--- config.mk ---
export PLATFORM = sky130hd
export DESIGN_NAME = sdram_stream_writer_flat
export DESIGN_NICKNAME = d
export VERILOG_FILES = /design/src/rtl/sdram_stream_writer_if.sv /design/src/rtl/sdram_stream_writer.sv /design/src/flat_wrapper.sv
export SDC_FILE = /design/constraint.sdc
export NUM_CORES = 1
export LEC_CHECK = 0
export ABC_AREA = 1
export BUFFER_PORTS_ARGS = -buffer_cell sky130_fd_sc_hd__buf_2
export CAP_MARGIN = 30
export CORE_ASPECT_RATIO = 0.5
export CORE_MARGIN = 2
export CORE_UTILIZATION = 44
export CTS_BUF_LIST = sky130_fd_sc_hd__clkbuf_16
export CTS_CLUSTER_SIZE = 40
export DETAILED_ROUTE_END_ITERATION = 10
export PLACE_DENSITY_LB_ADDON = 0.25
export RECOVER_POWER = 25
export SKIP_CTS_REPAIR_TIMING = 1
export SYNTH_ARGS = -nofsm -noshare
export SYNTH_HDL_FRONTEND = slang
export SYNTH_SLANG_ARGS = --single-unit
--- constraint.sdc ---
create_clock -name clk -period 2.45 [get_ports clk]
set_clock_uncertainty 0.1 [all_clocks]
set_input_delay 0 -clock clk [delete_from_list [all_inputs] [get_ports clk]]
set_output_delay 0 -clock clk [all_outputs]
set_load 0.01 [all_outputs]
--- src/rtl/sdram_stream_writer_if.sv ---
// rtl/sdram_stream_writer_if.sv - sample stream and SDRAM write-master port bundle
interface sdram_stream_writer_if;
  logic [15:0] s_data;
  logic        s_valid;
  logic        s_ready;
  logic        wr_fixed_location;
  logic [31:0] wr_write_base;
  logic [31:0] wr_write_length;
  logic        wr_go;
  logic        wr_done;
  logic        wr_write_buffer;
  logic [15:0] wr_buffer_input_data;
  logic        wr_buffer_full;

  modport master (
    input  s_data, s_valid, wr_done, wr_buffer_full,
    output s_ready, wr_fixed_location, wr_write_base, wr_write_length,
           wr_go, wr_write_buffer, wr_buffer_input_data
  );

  modport slave (
    output s_data, s_valid, wr_done, wr_buffer_full,
    input  s_ready, wr_fixed_location, wr_write_base, wr_write_length,
           wr_go, wr_write_buffer, wr_buffer_input_data
  );
endinterface

--- src/rtl/sdram_stream_writer.sv ---
// rtl/sdram_stream_writer.sv - cuts a 16-bit sample stream into fixed bursts written around an SDRAM ring
module sdram_stream_writer #(
  parameter logic [31:0] BASE_ADDR    = 32'h0000_0000,
  parameter logic [31:0] REGION_BYTES = 32'h0200_0000,
  parameter int unsigned BURST_WORDS  = 256
) (
  input  logic                  clk,
  input  logic                  reset,
  input  logic                  enable,
  sdram_stream_writer_if.master bus,
  output logic                  busy,
  output logic [15:0]           wrap_count
);

  localparam logic [31:0] BURST_BYTES = 32'(2 * BURST_WORDS);
  localparam logic [16:0] BURST_CNT   = 17'(BURST_WORDS);
  localparam logic [32:0] RING_END    = {1'b0, BASE_ADDR} + {1'b0, REGION_BYTES};

  typedef enum logic [2:0] {
    IDLE      = 3'd0,
    ARM       = 3'd1,
    FILL      = 3'd2,
    WAIT_DONE = 3'd3,
    ADVANCE   = 3'd4
  } state_t;

  state_t      state_q, state_d;
  logic [31:0] base_q;
  logic [16:0] count_q;
  logic [15:0] wrap_q;
  logic        ready;
  logic        push;
  logic [32:0] next_base;

  assign ready     = (state_q == FILL) && !bus.wr_buffer_full && (count_q < BURST_CNT);
  assign push      = bus.s_valid && ready;
  assign next_base = {1'b0, base_q} + {1'b0, BURST_BYTES};

  always_ff @(posedge clk) begin
    if (reset) begin
      state_q <= IDLE;
    end else begin
      state_q <= state_d;
    end
  end

  // Base stays frozen from ARM through WAIT_DONE; only ADVANCE moves it.
  always_ff @(posedge clk) begin
    if (reset) begin
      base_q  <= BASE_ADDR;
      count_q <= '0;
      wrap_q  <= '0;
    end else begin
      if (push) begin
        count_q <= count_q + 17'd1;
      end
      if (state_q == ADVANCE) begin
        count_q <= '0;
        if (next_base >= RING_END) begin
          base_q <= BASE_ADDR;
          if (wrap_q != 16'hFFFF) begin
            wrap_q <= wrap_q + 16'd1;
          end
        end else begin
          base_q <= next_base[31:0];
        end
      end
    end
  end

  always_comb begin
    state_d = state_q;
    case (state_q)
      IDLE:      if (enable) state_d = ARM;
      ARM:       state_d = FILL;
      FILL:      if (push && (count_q == BURST_CNT - 17'd1)) state_d = WAIT_DONE;
      WAIT_DONE: if (bus.wr_done) state_d = ADVANCE;
      ADVANCE:   state_d = enable ? ARM : IDLE;
      default:   state_d = IDLE;
    endcase
  end

  always_comb begin
    bus.wr_go           = 1'b0;
    bus.s_ready         = 1'b0;
    bus.wr_write_buffer = 1'b0;
    busy                = 1'b1;
    case (state_q)
      IDLE: busy = 1'b0;
      ARM:  bus.wr_go = 1'b1;
      FILL: begin
        bus.s_ready         = ready;
        bus.wr_write_buffer = push;
      end
      default: ;
    endcase
  end

  assign bus.wr_fixed_location    = 1'b0;
  assign bus.wr_write_base        = base_q;
  assign bus.wr_write_length      = BURST_BYTES;
  assign bus.wr_buffer_input_data = bus.s_data;
  assign wrap_count               = wrap_q;

endmodule

--- src/flat_wrapper.sv ---
// flat-port wrapper written by rule: the top's interface ports become plain ports
module sdram_stream_writer_flat 
#(
  parameter logic [31:0] BASE_ADDR    = 32'h0000_0000,
  parameter logic [31:0] REGION_BYTES = 32'h0200_0000,
  parameter int unsigned BURST_WORDS  = 256
)
  (clk, reset, enable, busy, wrap_count, bus_s_data, bus_s_valid, bus_wr_done, bus_wr_buffer_full, bus_s_ready, bus_wr_fixed_location, bus_wr_write_base, bus_wr_write_length, bus_wr_go, bus_wr_write_buffer, bus_wr_buffer_input_data);
  sdram_stream_writer_if bus_i ();
  input  logic clk;
  input  logic reset;
  input  logic enable;
  output logic busy;
  output logic [15:0] wrap_count;
  input wire logic [$bits(bus_i.s_data)-1:0] bus_s_data;
  input wire logic [$bits(bus_i.s_valid)-1:0] bus_s_valid;
  input wire logic [$bits(bus_i.wr_done)-1:0] bus_wr_done;
  input wire logic [$bits(bus_i.wr_buffer_full)-1:0] bus_wr_buffer_full;
  output wire logic [$bits(bus_i.s_ready)-1:0] bus_s_ready;
  output wire logic [$bits(bus_i.wr_fixed_location)-1:0] bus_wr_fixed_location;
  output wire logic [$bits(bus_i.wr_write_base)-1:0] bus_wr_write_base;
  output wire logic [$bits(bus_i.wr_write_length)-1:0] bus_wr_write_length;
  output wire logic [$bits(bus_i.wr_go)-1:0] bus_wr_go;
  output wire logic [$bits(bus_i.wr_write_buffer)-1:0] bus_wr_write_buffer;
  output wire logic [$bits(bus_i.wr_buffer_input_data)-1:0] bus_wr_buffer_input_data;
  assign bus_i.s_data = bus_s_data;
  assign bus_i.s_valid = bus_s_valid;
  assign bus_i.wr_done = bus_wr_done;
  assign bus_i.wr_buffer_full = bus_wr_buffer_full;
  assign bus_s_ready = bus_i.s_ready;
  assign bus_wr_fixed_location = bus_i.wr_fixed_location;
  assign bus_wr_write_base = bus_i.wr_write_base;
  assign bus_wr_write_length = bus_i.wr_write_length;
  assign bus_wr_go = bus_i.wr_go;
  assign bus_wr_write_buffer = bus_i.wr_write_buffer;
  assign bus_wr_buffer_input_data = bus_i.wr_buffer_input_data;
  sdram_stream_writer #(.BASE_ADDR(BASE_ADDR), .REGION_BYTES(REGION_BYTES), .BURST_WORDS(BURST_WORDS)) u_core (.clk(clk), .reset(reset), .enable(enable), .bus(bus_i), .busy(busy), .wrap_count(wrap_count));
endmodule
==> results_dict.tcl <==
set metrics [dict create \
    status "completed" \
    num_vias 3086 \
    drive_above_1_share_pct 19.4 \
    max-cap-violations 0 \
    path_class "flip-flop to flip-flop" \
    instances_no_fill 679 \
    final_common_cell "nand2_1" \
    clk_pin_slew_worst_paths_ns 0.05 \
    hp-class "input port to flip-flop" \
    place_inst 644 \
    synth_cell_types 34 \
    wirelength_um 7560 \
    cts.sinks 59 \
    crit_path_max_incr_delay_ns 0.37 \
    synthAdderAreaFrac_pct 1.04 \
    r2r-start "u_core.bus.wr_write_base[9]$_SDFFE_PP0P_" \
    arrival_ns 2.36 \
    end_kind "flip-flop" \
    antenna_left 0 \
    synth-seq-cells 59 \
    routabilityCongestion 0.824 \
    grt_overflow 0 \
    die_h_um 67.9 \
    hp-start "reset" \
    synth_xor_area_share_pct 6.33 \
    met3WireLength_um 493 \
    coreArea_um2 7970 \
    htree_levels 3 \
    wl_met2_um 3140 \
    worstPathCellList "ha_1, inv_1, nor2_4, nand2_4, nor2_2, nand3_1, nand2_1, nand3_1, nor2_2, nand2_4, nand2_1, nand2_2, a21oi_1" \
    critPathLaunchType "flip-flop" \
    grt_setup_unrepaired "no" \
    slowest_stage "dfxtp_1" \
    start_util_pct 45.1 \
    startpoint "u_core.bus.wr_write_base[9]$_SDFFE_PP0P_" \
    finalSetupViolations 0 \
    clkLatencyLatePin_ns 0.33 \
    syn_avg_cell_area_um2 7.14 \
    via_per_inst 4.54 \
    min_period_over_period_pct 89.8 \
    drt-pass1-iter-count 4 \
    diodes 0 \
    worstPathRequired_ns 2.61 \
    cts_made_buffers 9 \
    clockRootBuffer "clkbuf_16" \
    portBuffers 48 \
    die-area_um2 8960 \
    fp-row-count 23 \
    mostFrequentLayoutCells "nand2_1 (92), nor2_1 (66), dfxtp_1 (59)" \
    grt_max_degree 27 \
    cts_tree "yes" \
    slew_viol_final 0 \
    hpwl_um 5470 \
    whs_ns 0.00676 \
    total_power_w 0.00238 \
    die_x_um 132 \
    synthesis.area_um2 3600 \
    powerDensity_nw_per_um2 574 \
    grt_pass1_wl_um 12300 \
    synthSimpleGateAreaFrac_pct 35.1 \
    grt_util_all_layers_pct 17.4 \
    grt_pass1_vias 2599 \
    wl_per_cell_um 11.1 \
    leakage_nw 1.66 \
    drc 0 \
    syn_inst 504 \
    antenna_found_initial 0 \
    ys.warnings.count 0 \
    drt-initial-drc-count 146 \
    synth_top_family_by_area "simple AND/OR/NAND/NOR gates" \
    synth_seq_area_share_pct 32.8 \
    clk_path_buf_depth 2 \
    tns_ns 0 \
    ios 123 \
    top_layer "met4" \
    max_freq_mhz 455 \
    synth_mux_area_share_pct 0 \
    syn_to_final_growth_pct 15.3 \
    crit_fanout 15 \
    ir_worst_vdd_mv 0.292 \
    synth_compound_area_share_pct 5.56 \
    m1WireLength_um 3820 \
    nNetsFinal 587 \
    hold_viol_final 0 \
    min_period_ns 2.20 \
]
==> stage by stage <==
step                instance area [um2]  util [%]  setup slack, ns
finish                             4150      52.0            0.251
global route                       4150      52.0           0.0283
CTS                                3970      49.9            0.237
detailed placement                 3690      46.4            0.253
global placement                   3690      46.4            0.330
floorplan                          3750         -            0.416
==> logic make-up after synthesis <==
family,Yosys count
AND/OR/NAND/NOR,266
buffers and inverters,117
flip-flops,59
AO/OA/AOI/OAI,31
XOR/XNOR,26
adder cells (fa/ha/maj),3
other,2
==> registers in the layout, summed over array words and instances, names as in the netlist <==
signal                    flops
u_core.state_q                3
u_core.wrap_count            16
u_core.count_q               17
u_core.bus.wr_write_base     23
==> synth_stat cells <==
cell type  instances  area share, %
nor2_2            18            3.1
nor2_4             2           0.63
nor3_1            12            1.7
or2_2              3           0.52
nand2_4            2           0.63
a21oi_2           10            2.4
conb_1             2           0.21
and2_1             1           0.17
and3_1             1           0.17
nand2_2           13            2.3
nor4_1             3           0.52
ha_1               3            1.0
dfxtp_1           59             33
buf_2              1           0.14
nand3_1           24            3.3
buf_6              1           0.31
inv_2              1           0.10
nand3_4            1           0.49
inv_1             47            4.9
a21oi_1           16            2.2
xnor2_1            9            2.2
clkbuf_1           7           0.73
nand2_1           92            9.6
o21ai_0            2           0.28
nand4_2            1           0.35
xor2_1            17            4.1
nor3b_1            1           0.21
buf_12             1           0.56
nand4_1           26            4.5
buf_1              1           0.10
o21bai_1           1           0.21
a211oi_1           2           0.42
nor2_1            66            6.9
buf_4             58             12
==> power by group <==
group	total (W)	internal, W	switching (W)	leakage, nW
registers	0.000995	0.000979	0.0000169	0.476
clock network	0.00114	0.000687	0.000458	0.130
logic	0.000243	0.0000841	0.000159	1.05
total	0.00238	0.00175	0.000633	1.66
==> final timing paths <==
path         slack [ns]  cells after the start                                        to
min               0.007                      2        u_core.wrap_count[11]$_SDFFE_PP0P_
max reg2reg        0.25                     13  u_core.bus.wr_write_base[9]$_SDFFE_PP0P_
min reg2reg        0.33                      2           u_core.count_q[16]$_SDFFE_PP0P_
max                0.25                     13  u_core.bus.wr_write_base[9]$_SDFFE_PP0P_
==> worst max-delay path, delay by kind of cell, from the launching register on <==
family | cells | cell delay, ns
simple gates | 10 | 1.11
compound gates | 1 | 0.21
flops | 1 | 0.37
fa+ha+maj | 1 | 0.24
buf+inv | 1 | 0.10
==> per-layer routing <==
metal / vias to the layer above / GRT usage [%]
met5: - / 0
met4: 0 / 7.07
met3: 10 / 5.26
met2: 105 / 27.0
met1: 1351 / 23.1
li1: 1620 / -
==> cell type report <==
cell class              instances  area, um2
multi-input cells             368       1890
inverters                      48        180
repair buffers                 76        482
fillers                       821       3820
clock inverters                 7       53.8
clock buffers                   9        225
flip-flops and latches         59       1180
well taps                     112        140
(Power assumes the default switching activity.)
